==> src/rtl/dsi_clk_lane.sv <==
// dsi_clk_lane -- MIPI D-PHY clock lane sequencer.
//
// Drives the clock lane through the LP -> HS entry sequence
// (LP11, LP01, LP00, HS_ZERO, HS_PRE), holds the HS clock (HS_CLK), and
// returns through HS_POST and HS_TRAIL back to LP11. Each timed phase dwells
// cfg+1 cycles, with cfg sampled on phase entry.
//
// Optional feature: define DSI_CLK_ULPS_EN to add ultra-low-power state
// support (ULPS_ENTRY / ULPS / ULPS_WAKE plus ulps_req, cfg_wakeup and
// ulps_active ports). Without it those ports and states do not exist.
//
// Ports:
//   clk, rst        bit clock, synchronous active-high reset
//   hs_req          request HS clock
//   cfg_cont        continuous-clock mode (stay in HS_CLK)
//   cfg_lpx .. cfg_hs_trail   per-phase dwell settings (TW bits)
//   ulps_req, cfg_wakeup      ULPS request / wakeup dwell (DSI_CLK_ULPS_EN)
//   lp_p, lp_n      LP line levels
//   hs_oe, hs_bit   HS driver enable and P-side bit
//   hs_rdy          HS clock running
//   clk_sync        half-rate toggle shared with data lanes
//   ulps_active     lane in ULPS (DSI_CLK_ULPS_EN)
//   state_o         current FSM state (debug)
// All pin outputs are registered from the state of the previous cycle.

module dsi_clk_lane #(
    parameter int TW = 8,
    parameter int WW = 16
) (
    input  logic          clk,
    input  logic          rst,
    input  logic          hs_req,
    input  logic          cfg_cont,
    input  logic [TW-1:0] cfg_lpx,
    input  logic [TW-1:0] cfg_hs_prep,
    input  logic [TW-1:0] cfg_hs_zero,
    input  logic [TW-1:0] cfg_hs_pre,
    input  logic [TW-1:0] cfg_hs_post,
    input  logic [TW-1:0] cfg_hs_trail,
`ifdef DSI_CLK_ULPS_EN
    input  logic          ulps_req,
    input  logic [WW-1:0] cfg_wakeup,
    output logic          ulps_active,
`endif
    output logic          lp_p,
    output logic          lp_n,
    output logic          hs_oe,
    output logic          hs_bit,
    output logic          hs_rdy,
    output logic          clk_sync,
    output logic [3:0]    state_o
);

    typedef enum logic [3:0] {
        LP11       = 4'd0,
        LP01       = 4'd1,
        LP00       = 4'd2,
        HS_ZERO    = 4'd3,
        HS_PRE     = 4'd4,
        HS_CLK     = 4'd5,
        HS_POST    = 4'd6,
        HS_TRAIL   = 4'd7
`ifdef DSI_CLK_ULPS_EN
        ,
        ULPS_ENTRY = 4'd8,
        ULPS       = 4'd9,
        ULPS_WAKE  = 4'd10
`endif
    } state_t;

    state_t        state;
    logic [TW-1:0] timer;
    logic          trig;

    assign trig    = (timer == '0);
    assign state_o = state;

`ifdef DSI_CLK_ULPS_EN
    // Wakeup dwell is far longer than the HS phases, so it has its own timer.
    logic [WW-1:0] wake_tmr;
    logic          wake_trig;
    assign wake_trig = (wake_tmr == '0);
`endif

    always_ff @(posedge clk) begin
        if (rst) begin
            state    <= LP11;
            timer    <= '0;
            clk_sync <= 1'b0;
            lp_p     <= 1'b1;
            lp_n     <= 1'b1;
            hs_oe    <= 1'b0;
            hs_bit   <= 1'b0;
            hs_rdy   <= 1'b0;
`ifdef DSI_CLK_ULPS_EN
            wake_tmr    <= '0;
            ulps_active <= 1'b0;
`endif
        end else begin
            clk_sync <= ~clk_sync;

            // Pin outputs decoded from the current state register.
            lp_p   <= (state == LP11);
            lp_n   <= (state == LP11) || (state == LP01);
            hs_oe  <= (state == HS_ZERO) || (state == HS_PRE) || (state == HS_CLK) ||
                      (state == HS_POST) || (state == HS_TRAIL);
            hs_bit <= clk_sync &&
                      ((state == HS_PRE) || (state == HS_CLK) || (state == HS_POST));
            hs_rdy <= (state == HS_CLK);
`ifdef DSI_CLK_ULPS_EN
            if ((state == ULPS_ENTRY) || (state == ULPS_WAKE))
                lp_p <= 1'b1;
            ulps_active <= (state == ULPS);
`endif

            case (state)
                LP11: begin
                    if (hs_req || cfg_cont) begin
                        state <= LP01;
                        timer <= cfg_lpx;
                    end
`ifdef DSI_CLK_ULPS_EN
                    else if (ulps_req) begin
                        state <= ULPS_ENTRY;
                        timer <= cfg_lpx;
                    end
`endif
                end
                LP01: begin
                    if (trig) begin
                        state <= LP00;
                        timer <= cfg_hs_prep;
                    end else
                        timer <= timer - 1'b1;
                end
                LP00: begin
                    if (trig) begin
                        state <= HS_ZERO;
                        timer <= cfg_hs_zero;
                    end else
                        timer <= timer - 1'b1;
                end
                HS_ZERO: begin
                    if (trig) begin
                        state <= HS_PRE;
                        timer <= cfg_hs_pre;
                    end else
                        timer <= timer - 1'b1;
                end
                HS_PRE: begin
                    if (trig)
                        state <= HS_CLK;
                    else
                        timer <= timer - 1'b1;
                end
                // Exit is only evaluated here, so a short hs_req pulse still
                // completes the full entry and gets at least one HS_CLK cycle.
                HS_CLK: begin
                    if (!hs_req && !cfg_cont) begin
                        state <= HS_POST;
                        timer <= cfg_hs_post;
                    end
                end
                HS_POST: begin
                    if (trig) begin
                        state <= HS_TRAIL;
                        timer <= cfg_hs_trail;
                    end else
                        timer <= timer - 1'b1;
                end
                HS_TRAIL: begin
                    if (trig)
                        state <= LP11;
                    else
                        timer <= timer - 1'b1;
                end
`ifdef DSI_CLK_ULPS_EN
                ULPS_ENTRY: begin
                    if (trig)
                        state <= ULPS;
                    else
                        timer <= timer - 1'b1;
                end
                ULPS: begin
                    if (!ulps_req) begin
                        state    <= ULPS_WAKE;
                        wake_tmr <= cfg_wakeup;
                    end
                end
                ULPS_WAKE: begin
                    if (wake_trig)
                        state <= LP11;
                    else
                        wake_tmr <= wake_tmr - 1'b1;
                end
`endif
                default: state <= LP11;
            endcase
        end
    end

endmodule
==> config.mk <==
export PLATFORM = sky130hd
export DESIGN_NAME = dsi_clk_lane
export DESIGN_NICKNAME = d
export VERILOG_FILES = /design/src/rtl/dsi_clk_lane.sv
export SDC_FILE = /design/constraint.sdc
export NUM_CORES = 1
export LEC_CHECK = 0
export ABC_AREA = 1
export CAP_MARGIN = 5
export CORE_ASPECT_RATIO = 1.25
export CORE_MARGIN = 2
export CORE_UTILIZATION = 38
export CTS_BUF_LIST = sky130_fd_sc_hd__clkbuf_2 sky130_fd_sc_hd__clkbuf_4 sky130_fd_sc_hd__clkbuf_8
export DETAILED_ROUTE_END_ITERATION = 10
export MAX_ROUTING_LAYER = met4
export PLACE_DENSITY = 0.82
export SLEW_MARGIN = 20
export SYNTH_ARGS = -nofsm -noshare
export SYNTH_HDL_FRONTEND = slang
export SYNTH_SLANG_ARGS = --single-unit
==> constraint.sdc <==
create_clock -name clk -period 4.3 [get_ports clk]
set_input_delay 0.86 -clock clk [delete_from_list [all_inputs] [get_ports clk]]
set_output_delay 0.86 -clock clk [all_outputs]
set_load 0.01 [all_outputs]
# Word-level counts from Yosys, hierarchy flattened
# Index checks and enable logic that the tools add are counted.
# op_classes
eq_ne	16
n_reduce_logical	18
n_mux	17
n_addsub	1
bitwise_logic	1
# ops
cell	count
$mux 8	7
$pmux 8 s7	1
$mux 4	8
$pmux 4 s8	1
$eq 4x3->1 const B	4
$ne 2x2->1 const B	7
$eq 4x2->1 const B	2
$logic_not 8->1	1
$logic_or 1x1->1	8
$reduce_and 8->1	1
$sub 8x1->8 const B	1
$reduce_bool 7->1	1
$eq 4x1->1 const B	1
$logic_not 4->1	1
$ne 2x1->1 const B	2
$reduce_and 4->1	1
$logic_and 1x1->1	2
$logic_not 1->1	2
$reduce_or 2->1	1
$not 1->1	1
# word_totals
wordCells	61
regBits	18
output_inout_bits	10
inputBits	52

# Longest topological paths before layout
# Gate-level depths: netlist of the first run.
# logic_depth
ltp_word	5
ltp_mapped	12
depth_no_buf	12

# Worst setup path before layout of the first run
# Ideal clock, no wire load.
# synth_path
path_kind	in2reg
start	input cfg_cont
end	register timer[3]
required_time_ns	4.229
path_stages	8
slack_ns	2.499
setup_ns	0.071
n_path_buf	1
arrival_time_ns	1.731
cell_sequence	nor2_1 nand2_1 o21ai_4 o21ai_2 buf_6 nor2_1 nand2_1 a21oi_1
# synth_via
elab_chain_len	4
elab_cells_between_ends	6
classes_between	2 x eq/ne; 4 x reduce/logical
# synth_lines
element	line	text
start, declared	33	input logic cfg_cont,
$logic_not 1->1	159	if (!hs_req && !cfg_cont) begin
$logic_and 1x1->1	159	
$ne 2x1->1 (no source line)	--	
$reduce_and 4->1 (no source line) *	--	
end signal, assigned	161	timer <= cfg_hs_post;
end signal, assigned	167	timer <= cfg_hs_trail;
end signal, assigned	169	timer <= timer - 1'b1;
end, declared	72	logic [TW-1:0] timer;
# Mark *: on every way between the ends. The rest lies on a longest branch, timed or not.
# A chain may end at the register's enable or synchronous reset.

# Worst setup path after layout of the first run
# layout_path
start	register state[0], in the netlist state_o[0]
end	output state_o[0]
# layout_rtl
element	line	text
start, declared	71	state_t state;
start signal, assigned	87	state <= LP11;
start signal, assigned	119	state <= LP01;
start signal, assigned	131	state <= LP00;
end, declared	51	output logic [3:0] state_o
# No word-level cell between the ends.

==> results.py, run 1 <==
metrics = {
    "status": {
        "outcome": "finished, final reports clean",
    },
    "timing": {
        "slew_viol_final": 0,
        "slew_headroom_pct": 58.90,
        "hold_viol": 0,
        "finalCritPeriodShare_pct": 55.48,
        "finalSetupViolCount": 0,
        "worst_pin_slew_ns": 0.6131,
        "tns_ns": 0,
        "fmax_mhz": 419.2,
        "rsz0062_at_grt": "false",
        "period_needed_ns": 2.386,
        "finalClockSkew_ns": 0.001909,
    },
    "placed_design": {
        "place_congestion": 0.8647,
        "placed_cell_area_um2": 2307,
        "dp_hpwl_um": 3540,
        "dpl.cell_count": 416,
        "numPortBuffers": 60,
    },
    "yosys": {
        "netlist_instances": 305,
        "synth.distinct_cells": 31,
        "yosysWarnings": 0,
        "synthArstFlopShare_pct": 0,
        "synth.ff_latch_count": 17,
        "synth_top_cell_by_area": "nand2_1",
        "syn_nets": 358,
        "synth_top_area_share_pct": 26.87,
        "synth_edf_count": 0,
        "synth_area_per_cell_um2": 5.542,
        "ys_seq_area_share_pct": 20.13,
        "synth_area_um2": 1690,
        "synth_area_leaders": "nand2_1 (27%), dfxtp_1 (20%), inv_1 (12%), nand3_1 (8.6%), nor2_1 (4.9%)",
        "synth_top_flop_cell": "dfxtp_1",
    },
    "worst_setup_path": {
        "critical_path.max_fanout": 11,
        "crit_path_end_kind": "output pin",
        "slowest_delay_ns": 0.64,
        "crit_type": "register to output pin",
        "cp-start-kind": "register",
        "slowest_stage": "dfxtp_1",
        "required_ns": 3.44,
        "path_cells": "clkdlybuf4s50_1",
        "worstPathArrival_ns": 1.53,
        "path_delay_family": "flip-flops",
        "cp_num_buf_inv": 1,
    },
    "global_route": {
        "grt_overflow_total": 0,
        "antenna_found_initial": 0,
        "grt_pass1_wl_um": 7465,
        "grt_use_total_pct": 18.70,
        "grt_max_degree": 17,
        "grt_pass1_vias": 1765,
    },
    "clock_network": {
        "cts_tree": "built",
        "ctsHoldBuffers": 0,
        "post_cts_buffers": 0,
        "post_cts_resized": 0,
        "cts_buffers": 3,
        "clock_latency_ns": 0.24,
        "root_buffer": "clkbuf_8",
        "cts_sinks": 17,
        "clock_path_buffers": 2,
        "h-tree-depth": 1,
        "clk_pin_slew_ns": 0.06,
    },
    "cells_and_area": {
        "fin_area_um2": 2356,
        "area_growth_pct": 39.38,
        "drive_gt1_share_pct": 7.735,
        "final_cell_mix": "nand2_1 (121), clkdlybuf4s50_1 (60), inv_1 (52)",
        "nNetsFinal": 416,
        "final_common_cell": "nand2_1",
        "n_antenna_cell": 0,
        "final_core_util_pct": 54.06,
        "fin_cells": 420,
    },
    "job": {
        "drv_cap": 0,
    },
    "floorplanning": {
        "coreArea_um2": 4358,
        "die_area_um2": 5001,
        "io_pins": 62,
        "start_util_pct": 38.79,
        "dieWidth_um": 63.66,
        "fp-row-count": 27,
        "die_y_um": 78.57,
    },
    "worst_hold_path": {
        "hp-class": "register to register",
    },
    "route": {
        "drc": 0,
        "drtIter0Drc": 63,
        "drtPass1Iterations": 4,
        "ant_nets": 0,
        "vias": 1922,
        "wire_per_inst_um": 10.61,
        "via_per_inst": 4.576,
        "routed_wl_um": 4457,
    },
    "pwr": {
        "p_per_area_nw_per_um2": 620.9,
        "total_power_mw": 1.463,
        "irDropWorstVdd_v": 0.0003480,
        "p_leak_nw": 1.168,
    },
}
[kinds of logic after synthesis]
group	count (synthesis)	share of synthesized area, %
AOI/OAI and AO/OA	24	9.178
xor gates and xnor gates	3	1.555
adders and majority gates	1	0.7401
buffers and inverters	64	16.14
DFF	17	20.13
other	1	0.2218
and+or+nand+nor	195	52.04
[where the power goes]
| group | switching, mW | internal (mW) | total, mW |
|---|---|---|---|
| Combinational | 0.661 | 0.382 | 1.04 |
| Clock | 0.0500 | 0.0719 | 0.122 |
| Sequential | 0.0835 | 0.214 | 0.298 |
| Total | 0.795 | 0.668 | 1.46 |
[sequential cells by signal, summed over array words and instances, names as in the netlist]
name and flops:
clk_sync 1, hs_bit 1, hs_oe 1, hs_rdy 1
lp_n 1, lp_p 1, state_o 3, timer 8
[through the flow]
| stage | setup slack [ns] | hold slack, ns |
|---|---|---|
| floorplan | 2.499 | 0.4374 |
| global placement | 1.994 | 0.4295 |
| detailed placement | 1.969 | 0.4373 |
| CTS | 1.908 | 0.4508 |
| global route | 1.851 | 0.4678 |
| finish | 1.914 | 0.4437 |
[Yosys cell counts, drive strengths merged, types with 3 or more instances]
cell and instances:
nand2 125, inv 57, nand3 31, nor2 30, dfxtp 17, a21oi 13, o21ai 9, buf 6
nand4 4, nor3 3, xor2 3
[layout make-up]
class | count | area, µm²
Multi-Input combinational cell | 224 | 1077
Timing Repair Buffer | 60 | 600.6
Inverter | 57 | 216.5
Clock buffer | 4 | 48.80
Fill cell | 430 | 2002
Tap cell | 58 | 72.57
Sequential cell | 17 | 340.3
[final timing paths]
check / slack [ns] / cells after the start / end / start
setup / recovery: 1.91 / 1 / state_o[0] / state_o[0]
hold / removal: 0.44 / 1 / clk_sync / clk_sync
setup reg to reg: 2.34 / 9 / timer[4] / timer[0]
hold reg to reg: 0.44 / 1 / clk_sync / clk_sync
[routing by layer]
layer  global-route usage, %  part of all wire, %  up-vias
li1                        -                    -     1042
met1                   20.80                   43      826
met2                   35.37                   52       46
met3                   2.006                  4.0        8
met4                   4.348                  1.1        0
met5                       -                    0        -
Note: power is estimated with default switching activity, not from simulation.
==> run 2, diff against run 1 <==
PLACE_DENSITY = 0.85   (was 0.82)
clock period = 2.1 ns   (was 4.3 ns; I/O delays follow)
==> run 2 against run 1 <==
Combinational power up 120%. Power is 110% higher. Utilization grew 0.80 points. Critical endpoint is now timer[1]. Die area did not move. Clock-buffer cell count is 1 lower. Non-clock buffer count up 5. Sequential cell count is the same. Critical path depth grew 8.
==> results.py, run 2 (same netlist as run 1, synthesis figures left out) <==
metrics = {
    "timing": {
        "tns_ns": 0,
        "rsz0062_at_grt": "false",
        "hold_viol": 0,
        "period_needed_ns": 1.859,
        "finalCritPeriodShare_pct": 88.55,
        "finalClockSkew_ns": 0.001557,
        "finalSetupViolCount": 0,
        "whs_ns": 0.4452,
        "fmax_mhz": 537.8,
        "slew_viol_final": 0,
    },
    "cells_and_area": {
        "largest_register_ffs": 8,
        "n_antenna_cell": 0,
        "area_growth_pct": 41.45,
        "nFillCells": 424,
        "top_register": "timer",
        "final_cell_mix": "nand2_1 (121), clkdlybuf4s50_1 (60), inv_1 (52)",
        "fin_cells": 425,
        "final_common_cell": "nand2_1",
        "drive_gt1_share_pct": 8.992,
        "nNetsFinal": 421,
        "final_core_util_pct": 54.87,
    },
    "clock_network": {
        "cts_buffers": 3,
        "ctsHoldBuffers": 0,
        "h-tree-depth": 1,
        "cts_tree": "built",
        "clock_latency_ns": 0.25,
        "clock_path_buffers": 2,
        "cts_sinks": 17,
        "clk_pin_slew_ns": 0.07,
        "root_buffer": "clkbuf_8",
        "post_cts_buffers": 0,
        "post_cts_resized": 0,
    },
    "route": {
        "drc": 0,
        "drtPass1Iterations": 4,
        "ant_nets": 0,
        "routed_wl_um": 4540,
        "wire_per_inst_um": 10.68,
        "via_per_inst": 4.640,
        "drtIter0Drc": 101,
        "vias": 1972,
    },
    "worst_setup_path": {
        "path_delay_family": "simple AND/OR/NAND/NOR gates",
        "slowest_stage": "o21ai_2",
        "slowest_delay_ns": 0.37,
        "cp-start-kind": "register",
        "crit_type": "register to register",
        "cp_num_buf_inv": 2,
        "required_ns": 2.24,
        "crit_path_end_kind": "register",
        "worstPathArrival_ns": 2.00,
        "path_cells": "inv_1, ha_1, nand2_1, nor2_4, nand2_2, o21ai_2, inv_1, nand2_1, a21oi_1",
        "critical_path.max_fanout": 13,
    },
    "global_route": {
        "grt_pass1_vias": 1727,
        "grt_max_degree": 17,
        "grt_overflow_total": 0,
        "grt_use_met1_pct": 20.84,
        "antenna_found_initial": 0,
        "grt_pass1_wl_um": 7389,
        "grt_most_used_layer": "met2",
        "grt_use_total_pct": 18.74,
        "met2_usage_pct": 35.26,
        "grtUsageMet3_pct": 1.719,
    },
    "floorplanning": {
        "dieWidth_um": 63.66,
        "io_pins": 62,
        "start_util_pct": 38.79,
        "die_y_um": 78.57,
        "coreArea_um2": 4358,
        "fp-row-count": 27,
        "die_area_um2": 5001,
    },
    "status": {
        "outcome": "finished, final reports clean",
    },
    "pwr": {
        "p_per_area_nw_per_um2": 1289,
        "total_power_mw": 3.081,
        "irDropWorstVdd_v": 0.0007183,
        "p_leak_nw": 1.191,
    },
    "placed_design": {
        "dp_hpwl_um": 3633,
        "numPortBuffers": 60,
        "place_congestion": 0.8963,
        "dpl.cell_count": 421,
    },
    "job": {
        "drv_cap": 0,
    },
    "worst_hold_path": {
        "hp-class": "register to register",
    },
}
[run 2: worst reg2reg max path: cells and delay by family (launching register included)]
family	cells	cell delay [ns]
AO/OA/AOI/OAI	2	0.43
AND/OR/NAND/NOR	4	0.46
flip-flops	1	0.32
buffers and inverters	2	0.25
adder cells (fa/ha/maj)	1	0.27
[run 2: area by class of cell]
class	instances	area (µm²)	area share [%]
clock inverters	1	5.005	0.2093
well taps	58	72.57	3.035
inverters	57	216.5	9.053
clock buffers	3	41.29	1.727
flip-flops and latches	17	340.3	14.23
multi-input cells	224	1077	45.05
repair buffers	65	638.1	26.69
[run 2: per-layer routing]
metal  wire, µm  up-vias
li1           -     1053
met1       1861      867
met2       2424       47
met3        203        5
met4         50        0
met5          0        -
[run 2: path summary, 6_finish.rpt]
path	startpoint	endpoint	slack (ns)	depth (start not counted)
worst max register to register	timer[0]	timer[1]	0.24	9
worst max-delay path	timer[0]	timer[1]	0.24	9
worst min-delay path	clk_sync	clk_sync	0.45	1
worst min register to register	clk_sync	clk_sync	0.45	1
[run 2: power by group]
group	total, mW	internal, mW	switching [mW]
Sequential	0.590	0.439	0.152
Combinational	2.25	0.843	1.40
Clock	0.244	0.132	0.113
Total	3.08	1.41	1.67
[run 2: stage by stage]
step                cell area, µm²  setup WS, ns
floorplan                     1690        0.5560
global placement              2345        0.2423
detailed placement            2345        0.1796
CTS                           2391        0.2309
global route                  2391       0.05469
finish                        2391        0.2405
==> run 3, diff against run 2 <==
CAP_MARGIN = not set   (was 5)
PLACE_DENSITY = 0.73   (was 0.85)
==> run 3 against run 2 <==
Sequential power rose by 3%. Maximum frequency shrank 3.3%. Clock power increased by 2%. Routed wire length shrank 1.3%.
==> results.py, run 3 (same netlist as run 1, synthesis figures left out) <==
metrics = {
    "clock_network": {
        "ctsHoldBuffers": 0,
        "h-tree-depth": 1,
        "clock_latency_ns": 0.26,
        "root_buffer": "clkbuf_8",
        "cts_tree": "built",
        "clk_pin_slew_ns": 0.07,
        "clock_path_buffers": 2,
        "cts_sinks": 17,
        "post_cts_buffers": 0,
        "post_cts_resized": 0,
        "cts_buffers": 3,
    },
    "global_route": {
        "grtUsageMet3_pct": 1.289,
        "grt_pass1_vias": 1707,
        "grt_use_total_pct": 18.84,
        "grt_most_used_layer": "met2",
        "grt_pass1_wl_um": 7431,
        "grt_overflow_total": 0,
        "antenna_found_initial": 0,
        "met2_usage_pct": 34.32,
        "grt_use_met1_pct": 21.73,
        "grt_max_degree": 17,
    },
    "pwr": {
        "irDropWorstVdd_v": 0.0008436,
        "power_frac_comb_pct": 71.7,
        "switchingPower_mw": 1.647,
        "p_leak_nw": 1.181,
        "clockPowerShare_pct": 8.2,
        "sw_frac_of_total_pct": 54.19,
        "p_seq_share_pct": 20.1,
        "p_per_area_nw_per_um2": 1279,
        "intPower_mw": 1.392,
    },
    "worst_hold_path": {
        "hp-class": "register to register",
    },
    "floorplanning": {
        "die_area_um2": 5001,
        "dieWidth_um": 63.66,
        "coreArea_um2": 4358,
        "die_y_um": 78.57,
        "io_pins": 62,
        "start_util_pct": 38.79,
        "fp-row-count": 27,
    },
    "worst_setup_path": {
        "crit_type": "register to output pin",
        "path_cells": "clkdlybuf4s50_1",
        "cp_num_buf_inv": 1,
        "slowest_delay_ns": 0.63,
        "path_delay_family": "buffers and inverters",
        "worstPathArrival_ns": 1.50,
        "required_ns": 1.68,
        "cp-start-kind": "register",
        "slowest_stage": "clkdlybuf4s50_1",
        "crit_path_end_kind": "output pin",
        "critical_path.max_fanout": 11,
    },
    "placed_design": {
        "dp_hpwl_um": 3618,
        "numPortBuffers": 60,
        "place_congestion": 0.9073,
    },
    "route": {
        "wire_per_inst_um": 10.59,
        "via_per_inst": 4.622,
        "routed_wl_um": 4480,
        "drtIter0Drc": 97,
        "drtPass1Iterations": 4,
        "ant_nets": 0,
        "drc": 0,
        "vias": 1955,
    },
    "cells_and_area": {
        "final_common_cell": "nand2_1",
        "final_cell_mix": "nand2_1 (121), clkdlybuf4s50_1 (60), inv_1 (52)",
        "largest_register_ffs": 8,
        "n_antenna_cell": 0,
        "area_growth_pct": 40.56,
        "drive_gt1_share_pct": 8.493,
        "top_register": "timer",
        "nNetsFinal": 419,
    },
    "timing": {
        "period_needed_ns": 1.922,
        "finalCritPeriodShare_pct": 91.55,
        "finalSetupViolCount": 0,
        "hold_viol": 0,
        "fmax_mhz": 520.2,
        "slew_viol_final": 0,
        "worst_pin_slew_ns": 0.6182,
        "rsz0062_at_grt": "false",
        "finalClockSkew_ns": 0.001237,
        "slew_headroom_pct": 58.56,
        "tns_ns": 0,
        "whs_ns": 0.4441,
    },
    "status": {
        "outcome": "finished, final reports clean",
    },
    "job": {
        "drv_cap": 0,
    },
}
[run 3: final timing paths]
kind	start	to	slack, ns	depth (start not counted)
setup / recovery	state_o[0]	state_o[0]	0.18	1
hold / removal	clk_sync	clk_sync	0.44	1
setup reg to reg	timer[0]	timer[1]	0.21	9
hold reg to reg	clk_sync	clk_sync	0.44	1
[run 3: through the flow]
stage | util (%) | instance area (µm²) | cells | worst slack, ns | power, mW
floorplan | - | 1690 | 305 | 0.5560 | 2.269
global placement | 53.46 | 2330 | 419 | 0.2322 | 2.781
detailed placement | 53.46 | 2330 | 419 | 0.1915 | 2.806
CTS | 54.52 | 2376 | 423 | 0.1693 | 3.059
global route | 54.52 | 2376 | 423 | 0.004210 | 3.388
finish | 54.52 | 2376 | 423 | 0.1775 | 3.039
[run 3: area by class of cell]
cell class / instances / area, µm²
Clock buffer: 3 / 41.29
Clock inverter: 1 / 5.005
Fill cell: 463 / 1982
Inverter: 57 / 216.5
Multi-Input combinational cell: 224 / 1077
Sequential cell: 17 / 340.3
Tap cell: 58 / 72.57
Timing Repair Buffer: 63 / 623.1
[run 3: routing by layer]
layer,share of wire [%],up-vias,wire [µm]
met5,0,-,0
met4,1.8,0,82
met3,4.1,7,184
met2,52,40,2334
met1,42,864,1879
li1,-,1044,-
[run 3: power by group through the flow]
stage               Combinational (mW)  Sequential, mW  Clock (mW)
floorplan                         1.70           0.571           0
global placement                  2.17           0.614           0
detailed placement                2.19           0.617           0
CTS                               2.20           0.610       0.252
global route                      2.49           0.628       0.265
finish                            2.18           0.610       0.250
